$ cat src/rtl/div_arbiter_if.sv
// Client request/response and divider-control signals of the shared-divider
// arbiter. The arbiter is the slave of the clients and drives the divider.
interface div_arbiter_if;
  logic       req0;
  logic       req1;
  logic [7:0] a0;
  logic [7:0] b0;
  logic [7:0] a1;
  logic [7:0] b1;
  logic       ack0;
  logic       ack1;
  logic [7:0] res_q;
  logic [8:0] res_r;
  logic       res_err;
  logic       busy;
  logic       owner;
  logic [2:0] state;
  logic [7:0] div_A;
  logic [7:0] div_B;
  logic       div_enA;
  logic       div_enB;
  logic       div_ini;
  logic       div_end;
  logic [7:0] div_q;
  logic [8:0] div_r;

  modport slave (
    input  req0, req1, a0, b0, a1, b1, div_end, div_q, div_r,
    output ack0, ack1, res_q, res_r, res_err, busy, owner, state,
           div_A, div_B, div_enA, div_enB, div_ini
  );

  modport master (
    output req0, req1, a0, b0, a1, b1, div_end, div_q, div_r,
    input  ack0, ack1, res_q, res_r, res_err, busy, owner, state,
           div_A, div_B, div_enA, div_enB, div_ini
  );
endinterface

$ cat src/rtl/div_arbiter.sv
// Round-robin arbiter sharing one 8-bit divider between two clients, with a
// watchdog on divider completion and local handling of zero divisors.
module div_arbiter #(
  parameter int unsigned WD_LIMIT = 40
) (
  input  logic          clk,
  input  logic          rst,
  div_arbiter_if.slave  bus
);

  typedef enum logic [2:0] {
    IDLE  = 3'd0,
    LOAD  = 3'd1,
    START = 3'd2,
    WAIT  = 3'd3,
    RESP  = 3'd4
  } state_t;

  localparam int unsigned       WD_W   = $clog2(WD_LIMIT + 1);
  localparam logic [WD_W-1:0]   WD_MAX = WD_W'(WD_LIMIT);

  state_t          state_q;
  logic            last_grant;
  logic [WD_W-1:0] wd;

  logic            grant_valid;
  logic            grant_id;
  logic [7:0]      sel_a;
  logic [7:0]      sel_b;

  // On a tie the client that was not served last wins.
  assign grant_valid = bus.req0 | bus.req1;
  assign grant_id    = bus.req1 & (~bus.req0 | ~last_grant);
  assign sel_a       = grant_id ? bus.a1 : bus.a0;
  assign sel_b       = grant_id ? bus.b1 : bus.b0;

  assign bus.state   = state_q;

  // NOTE: every output is a register updated with <= so all of them change
  // together on the edge; the pulse outputs default low each cycle.
  always_ff @(posedge clk or posedge rst) begin
    if (rst) begin
      state_q     <= IDLE;
      last_grant  <= 1'b1;
      wd          <= '0;
      bus.ack0    <= 1'b0;
      bus.ack1    <= 1'b0;
      bus.res_q   <= '0;
      bus.res_r   <= '0;
      bus.res_err <= 1'b0;
      bus.busy    <= 1'b0;
      bus.owner   <= 1'b0;
      bus.div_A   <= '0;
      bus.div_B   <= '0;
      bus.div_enA <= 1'b0;
      bus.div_enB <= 1'b0;
      bus.div_ini <= 1'b0;
    end else begin
      bus.ack0    <= 1'b0;
      bus.ack1    <= 1'b0;
      bus.div_enA <= 1'b0;
      bus.div_enB <= 1'b0;
      bus.div_ini <= 1'b0;

      case (state_q)
        IDLE: begin
          if (grant_valid) begin
            bus.owner <= grant_id;
            bus.busy  <= 1'b1;
            if (sel_b != 8'd0) begin
              state_q     <= LOAD;
              bus.div_A   <= sel_a;
              bus.div_B   <= sel_b;
              bus.div_enA <= 1'b1;
              bus.div_enB <= 1'b1;
            end else begin
              // Divide-by-zero is answered without touching the divider.
              state_q     <= RESP;
              bus.res_q   <= 8'hFF;
              bus.res_r   <= {1'b0, sel_a};
              bus.res_err <= 1'b1;
              bus.ack0    <= ~grant_id;
              bus.ack1    <= grant_id;
            end
          end
        end

        LOAD: begin
          state_q     <= START;
          bus.div_ini <= 1'b1;
        end

        START: begin
          state_q <= WAIT;
          wd      <= '0;
        end

        WAIT: begin
          // Completion takes priority over a watchdog expiring in the same cycle.
          if (bus.div_end) begin
            state_q     <= RESP;
            bus.res_q   <= bus.div_q;
            bus.res_r   <= bus.div_r;
            bus.res_err <= 1'b0;
            bus.ack0    <= ~bus.owner;
            bus.ack1    <= bus.owner;
          end else if (wd == WD_MAX) begin
            state_q     <= RESP;
            bus.res_q   <= 8'hFF;
            bus.res_r   <= 9'h1FF;
            bus.res_err <= 1'b1;
            bus.ack0    <= ~bus.owner;
            bus.ack1    <= bus.owner;
          end else begin
            wd <= wd + 1'b1;
          end
        end

        RESP: begin
          state_q    <= IDLE;
          bus.busy   <= 1'b0;
          last_grant <= bus.owner;
        end

        default: begin
          state_q  <= IDLE;
          bus.busy <= 1'b0;
        end
      endcase
    end
  end

endmodule

$ cat src/flat_wrapper.sv
// flat-port wrapper written by rule: the top's interface ports become plain ports
module div_arbiter_flat 
#(
  parameter int unsigned WD_LIMIT = 40
)
  (clk, rst, bus_req0, bus_req1, bus_a0, bus_b0, bus_a1, bus_b1, bus_div_end, bus_div_q, bus_div_r, bus_ack0, bus_ack1, bus_res_q, bus_res_r, bus_res_err, bus_busy, bus_owner, bus_state, bus_div_A, bus_div_B, bus_div_enA, bus_div_enB, bus_div_ini);
  div_arbiter_if bus_i ();
  input  logic clk;
  input  logic rst;
  input wire logic [$bits(bus_i.req0)-1:0] bus_req0;
  input wire logic [$bits(bus_i.req1)-1:0] bus_req1;
  input wire logic [$bits(bus_i.a0)-1:0] bus_a0;
  input wire logic [$bits(bus_i.b0)-1:0] bus_b0;
  input wire logic [$bits(bus_i.a1)-1:0] bus_a1;
  input wire logic [$bits(bus_i.b1)-1:0] bus_b1;
  input wire logic [$bits(bus_i.div_end)-1:0] bus_div_end;
  input wire logic [$bits(bus_i.div_q)-1:0] bus_div_q;
  input wire logic [$bits(bus_i.div_r)-1:0] bus_div_r;
  output wire logic [$bits(bus_i.ack0)-1:0] bus_ack0;
  output wire logic [$bits(bus_i.ack1)-1:0] bus_ack1;
  output wire logic [$bits(bus_i.res_q)-1:0] bus_res_q;
  output wire logic [$bits(bus_i.res_r)-1:0] bus_res_r;
  output wire logic [$bits(bus_i.res_err)-1:0] bus_res_err;
  output wire logic [$bits(bus_i.busy)-1:0] bus_busy;
  output wire logic [$bits(bus_i.owner)-1:0] bus_owner;
  output wire logic [$bits(bus_i.state)-1:0] bus_state;
  output wire logic [$bits(bus_i.div_A)-1:0] bus_div_A;
  output wire logic [$bits(bus_i.div_B)-1:0] bus_div_B;
  output wire logic [$bits(bus_i.div_enA)-1:0] bus_div_enA;
  output wire logic [$bits(bus_i.div_enB)-1:0] bus_div_enB;
  output wire logic [$bits(bus_i.div_ini)-1:0] bus_div_ini;
  assign bus_i.req0 = bus_req0;
  assign bus_i.req1 = bus_req1;
  assign bus_i.a0 = bus_a0;
  assign bus_i.b0 = bus_b0;
  assign bus_i.a1 = bus_a1;
  assign bus_i.b1 = bus_b1;
  assign bus_i.div_end = bus_div_end;
  assign bus_i.div_q = bus_div_q;
  assign bus_i.div_r = bus_div_r;
  assign bus_ack0 = bus_i.ack0;
  assign bus_ack1 = bus_i.ack1;
  assign bus_res_q = bus_i.res_q;
  assign bus_res_r = bus_i.res_r;
  assign bus_res_err = bus_i.res_err;
  assign bus_busy = bus_i.busy;
  assign bus_owner = bus_i.owner;
  assign bus_state = bus_i.state;
  assign bus_div_A = bus_i.div_A;
  assign bus_div_B = bus_i.div_B;
  assign bus_div_enA = bus_i.div_enA;
  assign bus_div_enB = bus_i.div_enB;
  assign bus_div_ini = bus_i.div_ini;
  div_arbiter #(.WD_LIMIT(WD_LIMIT)) u_core (.clk(clk), .rst(rst), .bus(bus_i));
endmodule
$ cat config.mk
export PLATFORM = sky130hd
export DESIGN_NAME = div_arbiter_flat
export DESIGN_NICKNAME = d
export VERILOG_FILES = /design/src/rtl/div_arbiter_if.sv /design/src/rtl/div_arbiter.sv /design/src/flat_wrapper.sv
export SDC_FILE = /design/constraint.sdc
export NUM_CORES = 1
export LEC_CHECK = 0
export CAP_MARGIN = 20
export CORE_MARGIN = 2
export CORE_UTILIZATION = 39
export CTS_CLUSTER_SIZE = 10
export DETAILED_ROUTE_END_ITERATION = 10
export PLACE_DENSITY = 0.85
export SYNTH_ARGS = -nofsm -noshare
export SYNTH_HDL_FRONTEND = slang
export SYNTH_SLANG_ARGS = --single-unit
export TNS_END_PERCENT = 30
$ cat constraint.sdc
create_clock -name clk -period 2.1 [get_ports clk]
set_input_delay 0.42 -clock clk [delete_from_list [all_inputs] [get_ports clk]]
set_output_delay 0.42 -clock clk [all_outputs]
set_load 0.1 [all_outputs]
After elaboration in Yosys (flattened, before gate mapping)

Cells that the tools add are included.

$add $sub $neg: 1
$mul: 0
Div/mod/pow operators: 0
Magnitude comparators: 0
Equality and inequality tests: 10
Shifts and indexed selects: 0
Muxes and demuxes: 41
Bitwise logic cells: 8
Reduce and logical (&&, ||, !) cells: 11

Operators by type and width:

| kind                | number |
|---|---|
| $mux 8              | 6 |
| $mux 9              | 4 |
| $pmux 9 s2          | 1 |
| $mux 1              | 17 |
| $pmux 8 s2          | 1 |
| $mux 3              | 4 |
| $mux 6              | 2 |
| $pmux 3 s4          | 1 |
| $pmux 6 s2          | 1 |
| $pmux 1 s2          | 4 |
| $reduce_bool 8->1   | 1 |
| $add 6x1->6 const B | 1 |
| $eq 3x2->1 const B  | 2 |
| $eq 6x6->1 const B  | 1 |
| $ne 2x2->1 const B  | 3 |
| $reduce_and 2->1    | 3 |
| $reduce_and 3->1    | 2 |
| $not 1->1           | 5 |
| $reduce_and 4->1    | 1 |
| $reduce_bool 2->1   | 2 |
| $eq 3x1->1 const B  | 1 |
| $eq 3x3->1 const B  | 1 |
| $logic_not 3->1     | 1 |
| $ne 3x2->1 const B  | 1 |
| 4 further kinds     | 5 |

Flip-flop bits (word level): 50
Bits in latches: 0
RAM bits: 0
ROM bits: 0
Input bits: 54
Output and inout port bits: 44
Word-level logic and storage cells: 85
Memories kept: 0

Depth between registers and ports, before layout

Word-level depth: 8
Depth in mapped cells: 7
Gate-level depth less buffers: 6

Worst setup path before layout

Ideal clock, no wire load.

Path type: register to register
Start: register u_core.state_q[0] (netlist: u_core.bus.state[0])
End: register u_core.bus.res_r[2]
Setup time: 0.125 ns
Arrival time: 2.668 ns
Required time: 1.975 ns
Slack: -0.694 ns
Stages on the path, launching flop included: 6
Path buffers: 1
Period minus slack after synthesis: 2.794 ns
Cells stage by stage: dfrtp_1 buf_6 or3_4 or2_4 a2111oi_4 mux2_2

Word-level cells in the longest chain between the ends: 3
Elaborated cells between the ends (all ways): 8
Classes of those cells: 4 x eq/ne; 1 x mux; 3 x reduce/logical

RTL lines:

| element                                            | line                 | RTL |
|---|---|---|
| start, declared                                    | div_arbiter.sv:22    | `state_t state_q;` |
| start signal, assigned                             | div_arbiter.sv:43    | `state_q <= IDLE;` |
| start signal, assigned                             | div_arbiter.sv:71    | `state_q <= LOAD;` |
| start signal, assigned                             | div_arbiter.sv:78    | `state_q <= RESP;` |
| $eq 3x2->1 or $logic_not 3->1 (tied branches)      | div_arbiter.sv:65    | `case (state_q)` |
| $ne 3x2->1 (no line), or another cell as far along | -                    |  |
| $reduce_and 4->1 (no line)                         | -                    |  |
| end signal, assigned                               | div_arbiter.sv:80    | `bus.res_r <= {1'b0, sel_a};` |
| end signal, assigned                               | div_arbiter.sv:103   | `bus.res_r <= bus.div_r;` |
| end, declared                                      | div_arbiter_if.sv:29 | `output ack0, ack1, res_q, res_r, res_err, busy, owner, state,` |

Several ways; a longest one is shown, not always the timed one.
A chain may end at the register's enable or synchronous reset.

Worst setup path after layout

Start: input port bus_b0[3]
End: register u_core.bus.res_r[6]

Word-level cells in the longest chain between the ends: 4

RTL lines:

| element                    | line               | RTL |
|---|---|---|
| start, declared            | flat_wrapper.sv:13 | `input wire logic [$bits(bus_i.b0)-1:0] bus_b0;` |
| $mux 8                     | div_arbiter.sv:35  | `assign sel_b = grant_id ? bus.b1 : bus.b0;` |
| $reduce_bool 8->1          | div_arbiter.sv:70  | `if (sel_b != 8'd0) begin` |
| $ne 2x2->1 (no line)       | -                  |  |
| $reduce_and 4->1 (no line) | -                  |  |

Every way passes these cells.

==> run_results.csv <==
group,metric,value,unit
yosys,postSynth.asyncResetShare,1.00,
global_route,grt_max_degree,21,
final_layout,final_cell_mix,"buf_4 (74), clkdlybuf4s50_1 (51), dfrtp_1 (46)",
global_route,grt_pass1_wl,10.2,mm
final_layout,drive_gt1_frac,0.346,
drt,firstDrtPassIters,4,
timing,slew_violations,0,
timing,setup_viol,0,
drt,num_vias,2140,
yosys,syn-cell-area,2430,µm²
drt,drt_iter0_markers,75,
global_route,grt-ovfl-total,0,
min_path,hp-class,"in -> async",
yosys,ys_seq_area_frac,0.516,
timing,worst_slack,0.0433,ns
clock_tree,htree_levels,2,
timing,max_slew_margin,0.680,
final_layout,synthToLayoutAreaGrowth,53.6,%
timing,final_hold_viol_count,0,
drt,wl_met2,3.19,mm
drt,met3RoutedLength,351,µm
placement,hpwl,4.85,mm
outcome,outcome,"finished, final reports clean",
drt,wl,6.21,mm
yosys,yosysWarnings,0,
yosys,synth_cell_types,45,
yosys,syn_area_per_cell,10.8,µm²
global_route,grt_antenna_before_repair,0,
yosys,synth_cells,224,
yosys,synth-edff-count,0,
final_layout,insertedDiodeCount,0,
yosys,synth_seq_cells,50,
clock_tree,clk_pin_slew,0.09,ns
drt,ant_nets,0,
floorplan,rows,28,
floorplan,die_area,6870,µm²
timing,fin_crit_sh,0.979,
worst_setup_path,path_cells,"clkdlybuf4s50_1, nor4_2, buf_4, a211oi_2, a2111oi_4, buf_6, mux2_2",
placement,place_congestion,0.838,
worst_setup_path,crit_path_top_delay_cell,"clkdlybuf4s50_1",
clock_tree,clock_latency,0.31,ns
floorplan,die_w,82.9,µm
floorplan,die_h,82.9,µm
placement,place_area,3580,µm²
worst_setup_path,crit_type,"in -> reg",
final_layout,final_common_cell,"buf_4",
final_layout,fillCellCount,500,
drt,highest_layer,"met4",
clock_tree,cts-root-buf,"clkbuf_8",
clock_tree,numClockSinks,50,
yosys,ys.flop_type,"dfrtp_1",
drt,vias_per_cell,5.04,
worst_setup_path,critPathArrivalTime,2.25,ns
global_route,grt_pass1_vias,2193,
timing,tightest_slew,0.478,ns
final_layout,multi_input_area,1080,µm²
timing,clock_skew,0.00739,ns
flow_run,cap_violations,0,
worst_setup_path,start_kind,"input pin",
drt,route.detailed.wl_per_inst,14.6,µm
timing,fmax,486,MHz
drt,wl_met1,2.64,mm
final_layout,final_cell_area,3730,µm²
placement,place_worst_setup_slack,-0.338,ns
clock_tree,cts_setup_buffers,0,
floorplan,ioPinCount,98,
global_route,grt.total_usage,0.182,
clock_tree,tritoncts,"done",
clock_tree,cts.path.max_buffers,2,
worst_setup_path,worst_setup_path_end_kind,"flip-flop",
placement,io_buffers,97,
floorplan,core_area,5960,µm²
final_layout,fin_nets,405,
yosys,mappedNetlistNets,280,
worst_setup_path,path_max_fanout,7,
worst_setup_path,crit_required,2.29,ns
clock_tree,cts_buffers,5,
drt,route.detailed.drc,0,
floorplan,initial_utilization,0.408,
timing,finalCriticalPeriod,2.06,ns
worst_setup_path,max_stage_delay,0.44,ns
final_layout,final-seq-area,1260,µm²
[per-layer routing]
layer	track usage	vias to the layer above
met4	0.0402	0
met1	0.220	1048
met2	0.321	64
met5	0	-
li1	-	1026
met3	0.0537	2
[per-stage QoR]
stage	utilization	setup TNS (ns)	hold slack (ns)	std cells
2_1_floorplan	-	-7.17	0.437	224
3_3_place_gp	0.600	-7.33	0.460	417
3_5_place_dp	0.600	-7.64	0.480	417
4_1_cts	0.620	0	0.390	425
5_1_grt	0.626	-0.00227	0.429	425
6_report	0.626	0	0.388	425
[sequential cells by signal (all words and copies together) (netlist names)]
register	flops
u_core.bus.ack0	1
u_core.bus.busy	1
u_core.bus.res_r	9
u_core.bus.div_B	8
u_core.bus.div_A	8
u_core.bus.ack1	1
u_core.bus.div_ini	1
u_core.bus.owner	1
u_core.bus.res_err	1
u_core.bus.div_enB	1
u_core.last_grant	1
u_core.bus.state	3
u_core.bus.res_q	8
u_core.wd	6
[Yosys cell counts, drive strengths merged, types with 2 or more instances]
library cell | number | share of area
dfrtp | 49 | 0.51
nand2 | 34 | 0.053
inv | 21 | 0.032
mux2 | 19 | 0.088
mux2i | 16 | 0.066
a21oi | 13 | 0.027
o22a | 8 | 0.030
clkbuf | 6 | 0.0093
nor3b | 6 | 0.019
buf | 5 | 0.016
nor2 | 5 | 0.0077
nor4 | 4 | 0.010
a211oi | 3 | 0.011
nand3 | 3 | 0.0062
a2111oi | 2 | 0.015
ha | 2 | 0.010
nor3 | 2 | 0.0041
o21ai | 2 | 0.0041
o22ai | 2 | 0.0052
o32ai | 2 | 0.0072
or3 | 2 | 0.0072
[worst paths after layout]
| check | from | slack (ns) | end | cells after the start |
|---|---|---|---|---|
| setup / recovery | bus_b0[3] | 0.04 | u_core.bus.res_r[6]$_DFFE_PP0P_ | 7 |
| hold / removal | rst | 0.39 | u_core.bus.res_q[3]$_DFFE_PP0P_ | 2 |
| setup reg to reg | u_core.bus.state[0]$_DFFE_PP0P_ | 0.07 | u_core.bus.res_r[6]$_DFFE_PP0P_ | 5 |
| hold reg to reg | u_core.bus.res_err$_DFFE_PP0P_ | 0.50 | u_core.bus.res_err$_DFFE_PP0P_ | 1 |
| max in group asynchronous | rst | 1.13 | u_core.bus.div_B[2]$_DFFE_PP0P_ | 3 |
| min in group clk | u_core.bus.res_err$_DFFE_PP0P_ | 0.50 | u_core.bus.res_err$_DFFE_PP0P_ | 1 |
[final cells by class]
type | count | share of cell area
sequential | 50 | 0.337
multi-input combinational | 142 | 0.289
tap | 75 | 0.0252
clock buffer | 6 | 0.0221
timing repair buffer | 129 | 0.301
clock inverter | 2 | 0.00436
inverter | 21 | 0.0211
[worst max-delay path: cells and delay by family]
family	cells	cell delay, ns
buf+inv	3	0.78
mux	1	0.34
simple gates	1	0.29
compound gates	2	0.41
[logic make-up after synthesis]
| family | share of synthesized area |
|---|---|
| buffers and inverters | 0.0582 |
| adder cells (fa/ha/maj) | 0.0103 |
| AO/OA/AOI/OAI | 0.126 |
| AND/OR/NAND/NOR | 0.131 |
| multiplexers | 0.154 |
| flip-flops | 0.516 |
| XOR/XNOR | 0.00361 |
[what timing repair did]
item                       in CTS  in global routing
setup endpoints to repair       5                 21
pin swaps                       0                  4
hold buffers                    0                  0
gates resized for setup         3                  8
Power is not shown: default switching activity piles up to over one toggle a cycle in this logic, so the estimate is an artifact.
